==> config.mk <==
export PLATFORM = sky130hd
export DESIGN_NAME = window_minmax
export DESIGN_NICKNAME = d
export VERILOG_FILES = /design/src/rtl/window_minmax_pkg.sv /design/src/rtl/eight_bit_comparator.sv /design/src/rtl/window_minmax.sv
export SDC_FILE = /design/constraint.sdc
export NUM_CORES = 1
export LEC_CHECK = 0
export BUFFER_PORTS_ARGS = -buffer_cell sky130_fd_sc_hd__buf_2
export CAP_MARGIN = 30
export CORE_MARGIN = 4
export CORE_UTILIZATION = 45
export DETAILED_ROUTE_END_ITERATION = 8
export PLACE_DENSITY = 0.79
export RECOVER_POWER = 50
export SLEW_MARGIN = 10
export SYNTH_ARGS = -nofsm -noshare
export SYNTH_HDL_FRONTEND = slang
export SYNTH_HIERARCHICAL = 1
export SYNTH_SLANG_ARGS = --single-unit
==> constraint.sdc <==
create_clock -name clk -period 4.6 [get_ports clk]
set_input_delay 0.92 -clock clk [delete_from_list [all_inputs] [get_ports clk]]
set_output_delay 0.92 -clock clk [all_outputs]
set_load 0.02 [all_outputs]
==> src/rtl/window_minmax_pkg.sv <==
// rtl/window_minmax_pkg.sv - shared FSM encodings and data width for window_minmax
package window_minmax_pkg;

  localparam int DATA_W = 8;

  typedef enum logic [1:0] {
    IDLE  = 2'd0,
    ACCUM = 2'd1,
    HOLD  = 2'd2
  } state_t;

endpackage

==> src/rtl/eight_bit_comparator.sv <==
// rtl/eight_bit_comparator.sv - unsigned 8-bit magnitude comparator (x: a>b, y: a<b)
module eight_bit_comparator (
  input  logic [7:0] a,
  input  logic [7:0] b,
  output logic       x,
  output logic       y
);

  assign x = (a > b);
  assign y = (a < b);

endmodule

==> src/rtl/window_minmax.sv <==
// rtl/window_minmax.sv - windowed running max/min/count with valid/ready handshakes
// Optional first-occurrence indices of max/min when WINDOW_MINMAX_INDEX_EN is defined.
module window_minmax
  import window_minmax_pkg::*;
#(
  parameter int WINDOW = 16
) (
  input  logic              clk,
  input  logic              rst_n,
  input  logic              in_valid,
  output logic              in_ready,
  input  logic [DATA_W-1:0] in_data,
  input  logic              flush,
  output logic              out_valid,
  input  logic              out_ready,
  output logic [DATA_W-1:0] out_max,
  output logic [DATA_W-1:0] out_min,
`ifdef WINDOW_MINMAX_INDEX_EN
  output logic [7:0]        out_max_idx,
  output logic [7:0]        out_min_idx,
`endif
  output logic [7:0]        out_count
);

  localparam logic [7:0] WIN = 8'(WINDOW);

  state_t            state;
  logic [DATA_W-1:0] max_q;
  logic [DATA_W-1:0] min_q;
  logic [7:0]        count_q;
  logic [7:0]        count_next;
  logic              accept;
  logic              gt_max;
  logic              lt_min;
  logic              unused_lt_max;
  logic              unused_gt_min;
`ifdef WINDOW_MINMAX_INDEX_EN
  logic [7:0]        max_idx_q;
  logic [7:0]        min_idx_q;
`endif

  // All sample magnitude decisions come from these two comparators.
  eight_bit_comparator u_cmp_max (
    .a (in_data),
    .b (max_q),
    .x (gt_max),
    .y (unused_lt_max)
  );

  eight_bit_comparator u_cmp_min (
    .a (in_data),
    .b (min_q),
    .x (unused_gt_min),
    .y (lt_min)
  );

  assign accept     = in_valid && in_ready;
  assign count_next = count_q + 8'd1;

  always_ff @(posedge clk or negedge rst_n) begin
    if (!rst_n) begin
      state     <= IDLE;
      max_q     <= '0;
      min_q     <= '0;
      count_q   <= '0;
      out_valid <= 1'b0;
      in_ready  <= 1'b0;
`ifdef WINDOW_MINMAX_INDEX_EN
      max_idx_q <= '0;
      min_idx_q <= '0;
`endif
    end else begin
      case (state)
        IDLE: begin
          in_ready <= 1'b1;
          if (accept) begin
            max_q   <= in_data;
            min_q   <= in_data;
            count_q <= 8'd1;
`ifdef WINDOW_MINMAX_INDEX_EN
            max_idx_q <= '0;
            min_idx_q <= '0;
`endif
            if (flush || WIN == 8'd1) begin
              state     <= HOLD;
              out_valid <= 1'b1;
              in_ready  <= 1'b0;
            end else begin
              state <= ACCUM;
            end
          end
        end
        ACCUM: begin
          if (accept) begin
            if (gt_max) begin
              max_q <= in_data;
`ifdef WINDOW_MINMAX_INDEX_EN
              max_idx_q <= count_q;
`endif
            end
            if (lt_min) begin
              min_q <= in_data;
`ifdef WINDOW_MINMAX_INDEX_EN
              min_idx_q <= count_q;
`endif
            end
            count_q <= count_next;
          end
          // A flush with no accepted sample still closes a non-empty window.
          if ((accept && count_next == WIN) || flush) begin
            state     <= HOLD;
            out_valid <= 1'b1;
            in_ready  <= 1'b0;
          end
        end
        HOLD: begin
          if (out_ready) begin
            state     <= IDLE;
            out_valid <= 1'b0;
            in_ready  <= 1'b1;
          end
        end
        default: begin
          state     <= IDLE;
          out_valid <= 1'b0;
          in_ready  <= 1'b0;
        end
      endcase
    end
  end

  assign out_max   = max_q;
  assign out_min   = min_q;
  assign out_count = count_q;
`ifdef WINDOW_MINMAX_INDEX_EN
  assign out_max_idx = max_idx_q;
  assign out_min_idx = min_idx_q;
`endif

endmodule

# Word level (Yosys, flattened, before mapping)
# Cells that the tools add are included.
[totals]
ramBits = 0
input_bits = 13
regBits = 28
latchBits = 0
out_inout_bits = 26
n_memories = 0
romBits = 0
[op_classes]
mux = 25
mul = 0
n_addsub = 1
magnitude_cmp = 2
shifts = 0
bitwise_logic = 0
div_mod_pow = 0
reduce_logical = 11
eq_ne = 10
[ops]
columns = ["cell", "count"]
rows = [
  ["2-to-1 mux 8 bit", 7],
  ["case mux 8 bit (2 select lines)", 3],
  ["inequality test 2 bit (second input constant)", 7],
  ["AND reduction 4 bit", 3],
  ["adder 8 x 1 -> 8 bit (second input constant)", 1],
  ["equality test 8 x 5 -> 1 bit (second input constant)", 1],
  ["> comparator 8 bit", 1],
  ["less-than comparator 8 bit", 1],
  ["2-to-1 mux 1 bit", 8],
  ["2-to-1 mux 2 bit", 4],
  ["case mux 1 bit (3 select lines)", 2],
  ["case mux 2 bit (3 select lines)", 1],
  ["AND reduction 3 bit", 2],
  ["equality test 2 x 1 -> 1 bit (second input constant)", 1],
  ["equality test 2 bit (second input constant)", 1],
  ["logical AND 1 bit", 2],
  ["zero test 2 bit", 1],
  ["AND reduction 2 bit", 1],
  ["nonzero test 2 bit", 1],
  ["logical OR 1 bit", 1],
]

# Longest topological paths before layout
# Gate-level depths: netlist (run 1).
[logic_depth]
depth_word = 6
mapped_depth = 9
depth_no_buf = 8

# Modules after synthesis
# The synthesis (run 1) kept the hierarchy.
[by_module_without_submodules]
columns = ["module", "area_each_um2", "seq_area_each_um2", "n_inst", "cells_each"]
rows = [
  ["window_minmax", 1335.0, 700.7, 1, 120],
  ["eight_bit_comparator", 211.5, 0.0, 2, 29],
]

# Worst setup path after synthesis (run 1)
# OpenSTA, ideal clock, no wires.
[synth_timing]
kind = "input -> register"
startpoint = "in in_data[1]"
endpoint = "reg max_q[0], in the netlist out_max[0]"
slack_ns = 2.198
t_arrival_ns = 2.278
stages = 8
path_buffers = 1
setup_time_ns = 0.125
cell_sequence = "ha_1 nor2b_1 o211ai_2 a21oi_2 o21ba_1 o21a_1 buf_4 mux2_2"
[synth_via]
elab_chain_len = 3
[synth_lines]
columns = ["item", "line", "source"]
rows = [
  ["from (decl)", "window_minmax.sv:12", "input logic [DATA_W-1:0] in_data,"],
  ["> comparator 8 bit", "eight_bit_comparator.sv:9", "assign x = (a > b);"],
  ["named net gt_max", "window_minmax.sv:33", "logic gt_max;"],
  ["inequality test 2 bit (no line)", "n/a", ""],
  ["AND reduction 4 bit (no line)", "n/a", ""],
  ["to (signal assigned)", "window_minmax.sv:77", "max_q <= in_data;"],
  ["to (signal assigned)", "window_minmax.sv:96", "max_q <= in_data;"],
  ["to (decl)", "window_minmax.sv:28", "logic [DATA_W-1:0] max_q;"],
]
# The timed path passes the listed nets, and every way through them passes these cells.
# A chain may end at the register's enable or synchronous reset.

# Worst setup path in the final report (run 1)
[layout_timing]
startpoint = "in in_data[1]"
endpoint = "reg max_q[7], in the netlist out_max[7]"
# The elaborated chain is that of the path after synthesis.

==> results.toml, run 1 <==
[outcome]
status = "finished, violations left"
violations = "max-capacitance violations, max-slew violations"

[detailed_routing]
drtIter0Drc = 48
viasPerCell = 5.320
vias = 1378
post_drt_wl_per_cell_um = 13.54
drtPass1Iterations = 4
ant_nets = 0
post-route-drc-count = 0
wirelength_mm = 3.508

[grt]
grt_max_degree = 29
grt_pass1_vias = 1287
grt_overflow_total = 0
grt_pass1_wl_mm = 6.175
grtUsageTotal = 0.1508
antenna_found_initial = 0

[finish]
n_antenna_cell = 0
filler_cell_count = 366
design_area_um2 = 2017
num-nets-final = 243
final_layout_size_suffix_gt1_frac = 0.2654
final_core_util = 0.5468
syn2layout_area_growth_pct = 16.31

[worst_setup_path]
cp-start-kind = "input pin"
max_stage_delay_ns = 0.38
arrival_ns = 2.57
crit_slowest_cell = "mux2_2"
required_ns = 4.77
worstPathMaxFanout = 8
path_cells = "buf_2 -> ha_1 -> nor2b_1 -> o211ai_2 -> a21oi_2 -> o21ba_1 -> o21a_1 -> mux2_2"
endpoint_kind = "flop"
ff2ff_path_depth = 8
critPathKind = "in2reg"
reg2reg_slack_ns = 2.55

[floorplanning]
start_util = 0.4701
die_area_um2 = 4911
num_io_pins = 39
rows = 22
fp.dieW_um = 70.08
coreArea_um2 = 3689
dieHeight_um = 70.08

[yosys]
synth_nets = 205
netlist_instances = 174
avgSynthCellArea_um2 = 9.966
syn_area_um2 = 1734
yosysWarnings = 6

[clock_tree]
cts.sinks = 28
cts_root_buffer = "clkbuf_8"
clock_path_buffers = 2
htreeDepth = 1
tritoncts = "built"
postCtsSetupBuffers = 0
insertion_delay_ns = 0.28
cts_hold_buf = 0
path_clk_slew_ns = 0.10
cts_resized = 0
cts_made_buffers = 3

[placement]
hpwl_mm = 2.640
place_area_um2 = 1957
place_congestion = 0.8209
io_buffers = 38

[timing]
min_period_ns = 2.400
rsz0062_at_grt = "no"
clock.fmax_mhz = 416.6
finalSetupViolations = 0
hold_viol = 0
tns_ns = 0
fin_skew_ns = 0.002827
period_share = 0.5218
maxSlewHeadroom = -0.01255
slew_violations = 29
tightest_slew_ns = 1.519

[worst_hold_path]
min_path_type = "reg2reg"
hold_depth = 1

[power]
leakagePower_nw = 0.9641
p_per_area_nw_per_um2 = 626.0
ir_drop_mv = 0.3096

[run]
drv_cap = 1
[power by group]
group / leakage (nW) / switching (mW) / total [mW] / internal (mW)
clock network: 0.0357 / 0.0832 / 0.200 / 0.117
registers: 0.342 / 0.101 / 0.447 / 0.346
logic: 0.587 / 0.359 / 0.616 / 0.257
[path summary, 6_finish.rpt]
path / from / endpoint
worst max register to register: out_max[1]$_DFFE_PN0P_ / out_max[7]$_DFFE_PN0P_
worst max-delay path: in_data[1] / out_max[7]$_DFFE_PN0P_
worst min register to register: out_max[2]$_DFFE_PN0P_ / out_max[2]$_DFFE_PN0P_
min in group asynchronous: rst_n / out_min[0]$_DFFE_PN0P_
worst min-delay path: out_max[2]$_DFFE_PN0P_ / out_max[2]$_DFFE_PN0P_
max in group asynchronous: rst_n / out_min[1]$_DFFE_PN0P_
[per-stage QoR]
step                      setup WS (ns)  hold WS [ns]  std cells  total power [mW]
after detailed placement          1.860        0.5183        255             1.084
after CTS                         2.171        0.5419        259             1.282
after global placement            1.888        0.5140        255             1.063
after floorplan                   2.209        0.5794        174            0.8979
after global routing              2.059        0.5692        259             1.376
final                             2.200        0.5401        259             1.263
[cell type report]
cell class | count | area (um2) | share of cell area
timing repair buffer | 38 | 178.9 | 0.08871
sequential | 28 | 700.7 | 0.3474
multi-input combinational | 122 | 934.6 | 0.4634
tap | 48 | 60.06 | 0.02978
clock inverter | 1 | 30.03 | 0.01489
inverter | 19 | 71.32 | 0.03536
clock buffer | 3 | 41.29 | 0.02047
[critical path, delay by kind of cell]
family,cells,cell delay (ns)
AND/OR/NAND/NOR,1,0.16
AO/OA/AOI/OAI,4,0.70
multiplexers,1,0.38
adder cells (fa/ha/maj),1,0.29
buffers and inverters,1,0.12
[cell usage in the layout, fill, tap and decap left out, types with 3 or more instances in the layout]
master and instances:
clkbuf_8 3, nand2_1 12, nor2b_1 4, buf_2 29
o21a_1 4, nand3_1 5, inv_1 19, ha_1 18
nor2_1 8, clkbuf_1 9, nand4_1 4, a21oi_1 12
dfrtp_1 28, mux2_2 16, o21ai_0 11
[routing by layer]
layer  GRT usage  up-vias  routed length, um
li1            -      699                  -
met1      0.2161      643               1752
met2      0.2371       34               1605
met3     0.01871        2                119
met4     0.04468        0                 29
met5           0        -                  0
[sequential cells by signal (all words and copies together), names as in the netlist]
name       count
out_count      8
out_min        8
in_ready       1
state          2
out_valid      1
out_max        8
Note: power is estimated with default switching activity, not from simulation.
==> run 2: changes to the inputs <==
--- a/config.mk
+++ b/config.mk
@@ -5,12 +5,13 @@
 export SDC_FILE = /design/constraint.sdc
 export NUM_CORES = 1
 export LEC_CHECK = 0
+export ABC_AREA = 1
 export BUFFER_PORTS_ARGS = -buffer_cell sky130_fd_sc_hd__buf_2
 export CAP_MARGIN = 30
 export CORE_MARGIN = 4
 export CORE_UTILIZATION = 45
 export DETAILED_ROUTE_END_ITERATION = 8
-export PLACE_DENSITY = 0.79
+export PLACE_DENSITY = 0.82
 export RECOVER_POWER = 50
 export SLEW_MARGIN = 10
 export SYNTH_ARGS = -nofsm -noshare
==> constraint.sdc (replaced) <==
create_clock -name clk -period 2 [get_ports clk]
set_input_delay 0.4 -clock clk [delete_from_list [all_inputs] [get_ports clk]]
set_output_delay 0.4 -clock clk [all_outputs]
set_load 0.02 [all_outputs]
==> run 2 against run 1 <==
Net effect:
- the flow now finishes without violations
- core utilization is 0.77 points higher
- hold slack worse by 0.21 ns
- final area is 2.2% higher
- sequential cell count stayed put
- combinational power is 120% higher
- wire length is 2.2% higher
- first-iteration DRC count is 110% higher
- die area is 1.5% higher
- area after synthesis is 1.7% higher
- sequential share of layout area is 0.74 points lower
- largest cell class unchanged
- highest routed layer unchanged
==> results.toml, run 2 <==
[worst_setup_path]
ff2ff_path_depth = 10
timing.critical_path.buf_inv = 2
arrival_ns = 1.87
cp-start-kind = "flop"
crit_slowest_cell = "dfrtp_1"
path_cells = "inv_1 -> ha_1 -> nand2_1 -> a21oi_1 -> nor2_1 -> and2_1 -> o21ai_2 -> buf_4 -> nand2_1 -> o21ai_1"
worst_path_most_repeated_cell = "nand2_1"
path_delay_family = "flip-flops"
critPathKind = "reg2reg"
max_stage_delay_ns = 0.39
reg2reg_slack_ns = 0.33
endpoint_kind = "flop"
required_ns = 2.20
worstPathMaxFanout = 8
reg2reg_to = "out_min[4]$_DFFE_PN0P_"
r2r_start = "out_min[7]$_DFFE_PN0P_"

[timing]
rsz0062_at_grt = "no"
tightest_slew_ns = 1.480
tns_ns = 0
period_share = 0.8342
finalSetupViolations = 0
maxSlewHeadroom = 0.01320
fin_skew_ns = 0.002643
min_period_ns = 1.668
slew_violations = 0
clock.fmax_mhz = 599.4
hold_viol = 0

[clock_tree]
cts_resized = 0
cts_root_buffer = "clkbuf_8"
postCtsSetupBuffers = 0
tritoncts = "built"
cts.sinks = 28
cts_made_buffers = 3
cts_hold_buf = 0
insertion_delay_ns = 0.27
clock_path_buffers = 2
htreeDepth = 1
path_clk_slew_ns = 0.09

[detailed_routing]
drtPass1Iterations = 4
drtIter0Drc = 100
viasPerCell = 4.885
post-route-drc-count = 0
ant_nets = 0
post_drt_wl_per_cell_um = 11.14
vias = 1573
wirelength_mm = 3.586

[placement]
hpwl_mm = 2.838
place_inst = 318
place_congestion = 0.7977
io_buffers = 38

[run]
drv_cap = 0

[yosys]
yosysWarnings = 6
syn_area_um2 = 1764
synth_nets = 263
avgSynthCellArea_um2 = 7.604
netlist_instances = 232

[floorplanning]
num_io_pins = 39
die_area_um2 = 4986
rows = 22
fp.dieW_um = 70.62
start_util = 0.4747
dieHeight_um = 70.62
coreArea_um2 = 3716

[finish]
syn2layout_area_growth_pct = 16.81
n_antenna_cell = 0
final_layout_size_suffix_gt1_frac = 0.1679
layout_common_cells = "nand2_1, inv_1, dfrtp_1, buf_2, ha_1"
finalNonFillerCells = 322
num-nets-final = 306
final_common_cell = "nand2_1"

[worst_hold_path]
hold_depth = 2
min_path_type = "in2reg"
worstHoldEndpoint = "state[0]$_DFFE_PN0P_"
holdCritStartpoint = "flush"

[grt]
grtUsageTotal = 0.1539
grt_overflow_total = 0
grt_pass1_vias = 1457
antenna_found_initial = 0
grt_pass1_wl_mm = 6.327
grt_max_degree = 29

[power]
leakagePower_nw = 1.122
power.total_mw = 2.677
ir_drop_mv = 0.6635
p_per_area_nw_per_um2 = 1299

[outcome]
status = "completed"
run 2: where the power goes:
part	total [mW]	internal, mW	switching [mW]
Sequential	0.984	0.775	0.209
Clock	0.353	0.176	0.177
Combinational	1.34	0.482	0.858
Total	2.68	1.43	1.24
run 2: metrics by stage:
stage | area, um2 | worst slack, ns | hold WS, ns | util
6_report | 2061 | 0.3316 | 0.3314 | 0.5545
5_1_grt | 2061 | 0.08504 | 0.3280 | 0.5545
4_1_cts | 2077 | 0.3113 | 0.1513 | 0.5589
3_5_place_dp | 2022 | 0.2113 | 0.4582 | 0.5441
3_3_place_gp | 2022 | 0.2538 | 0.4538 | 0.5441
2_1_floorplan | 1764 | 0.2158 | 0.1044 | -
run 2: worst max path at each step:
stage                     cells past startpoint              startpoint                      to  slack, ns
after detailed placement                     10              in_data[7]  out_max[6]$_DFFE_PN0P_       0.21
final                                        10  out_min[7]$_DFFE_PN0P_  out_min[4]$_DFFE_PN0P_       0.33
after floorplan                              11  out_max[7]$_DFFE_PN0P_  out_max[6]$_DFFE_PN0P_       0.22
after CTS                                    11  out_max[7]$_DFFE_PN0P_  out_max[2]$_DFFE_PN0P_       0.31
after global routing                         11  out_max[7]$_DFFE_PN0P_  out_max[2]$_DFFE_PN0P_       0.09
after global placement                       10              in_data[7]  out_max[0]$_DFFE_PN0P_       0.25
run 2: layout make-up:
type / count / area, um2
clock buffer: 4 / 55.05
fill: 367 / 1655
inverter: 46 / 172.7
multi-input combinational: 154 / 868.3
sequential: 28 / 700.7
tap: 48 / 60.06
timing repair buffer: 42 / 203.9
run 2: worst reg2reg max path: stages, from the launching register on:
cell	delay [ns]
dfrtp_1	0.39
inv_1	0.05
ha_1	0.29
nand2_1	0.08
a21oi_1	0.13
nor2_1	0.07
and2_1	0.16
o21ai_2	0.13
buf_4	0.17
nand2_1	0.05
o21ai_1	0.08
run 2: metal layers:
metal / GRT usage / up-vias / wire length [um]
li1: - / 813 / -
met1: 0.2081 / 727 / 1775
met2: 0.2464 / 29 / 1608
met3: 0.02131 / 4 / 137
met4: 0.06889 / 0 / 65
met5: 0 / - / 0
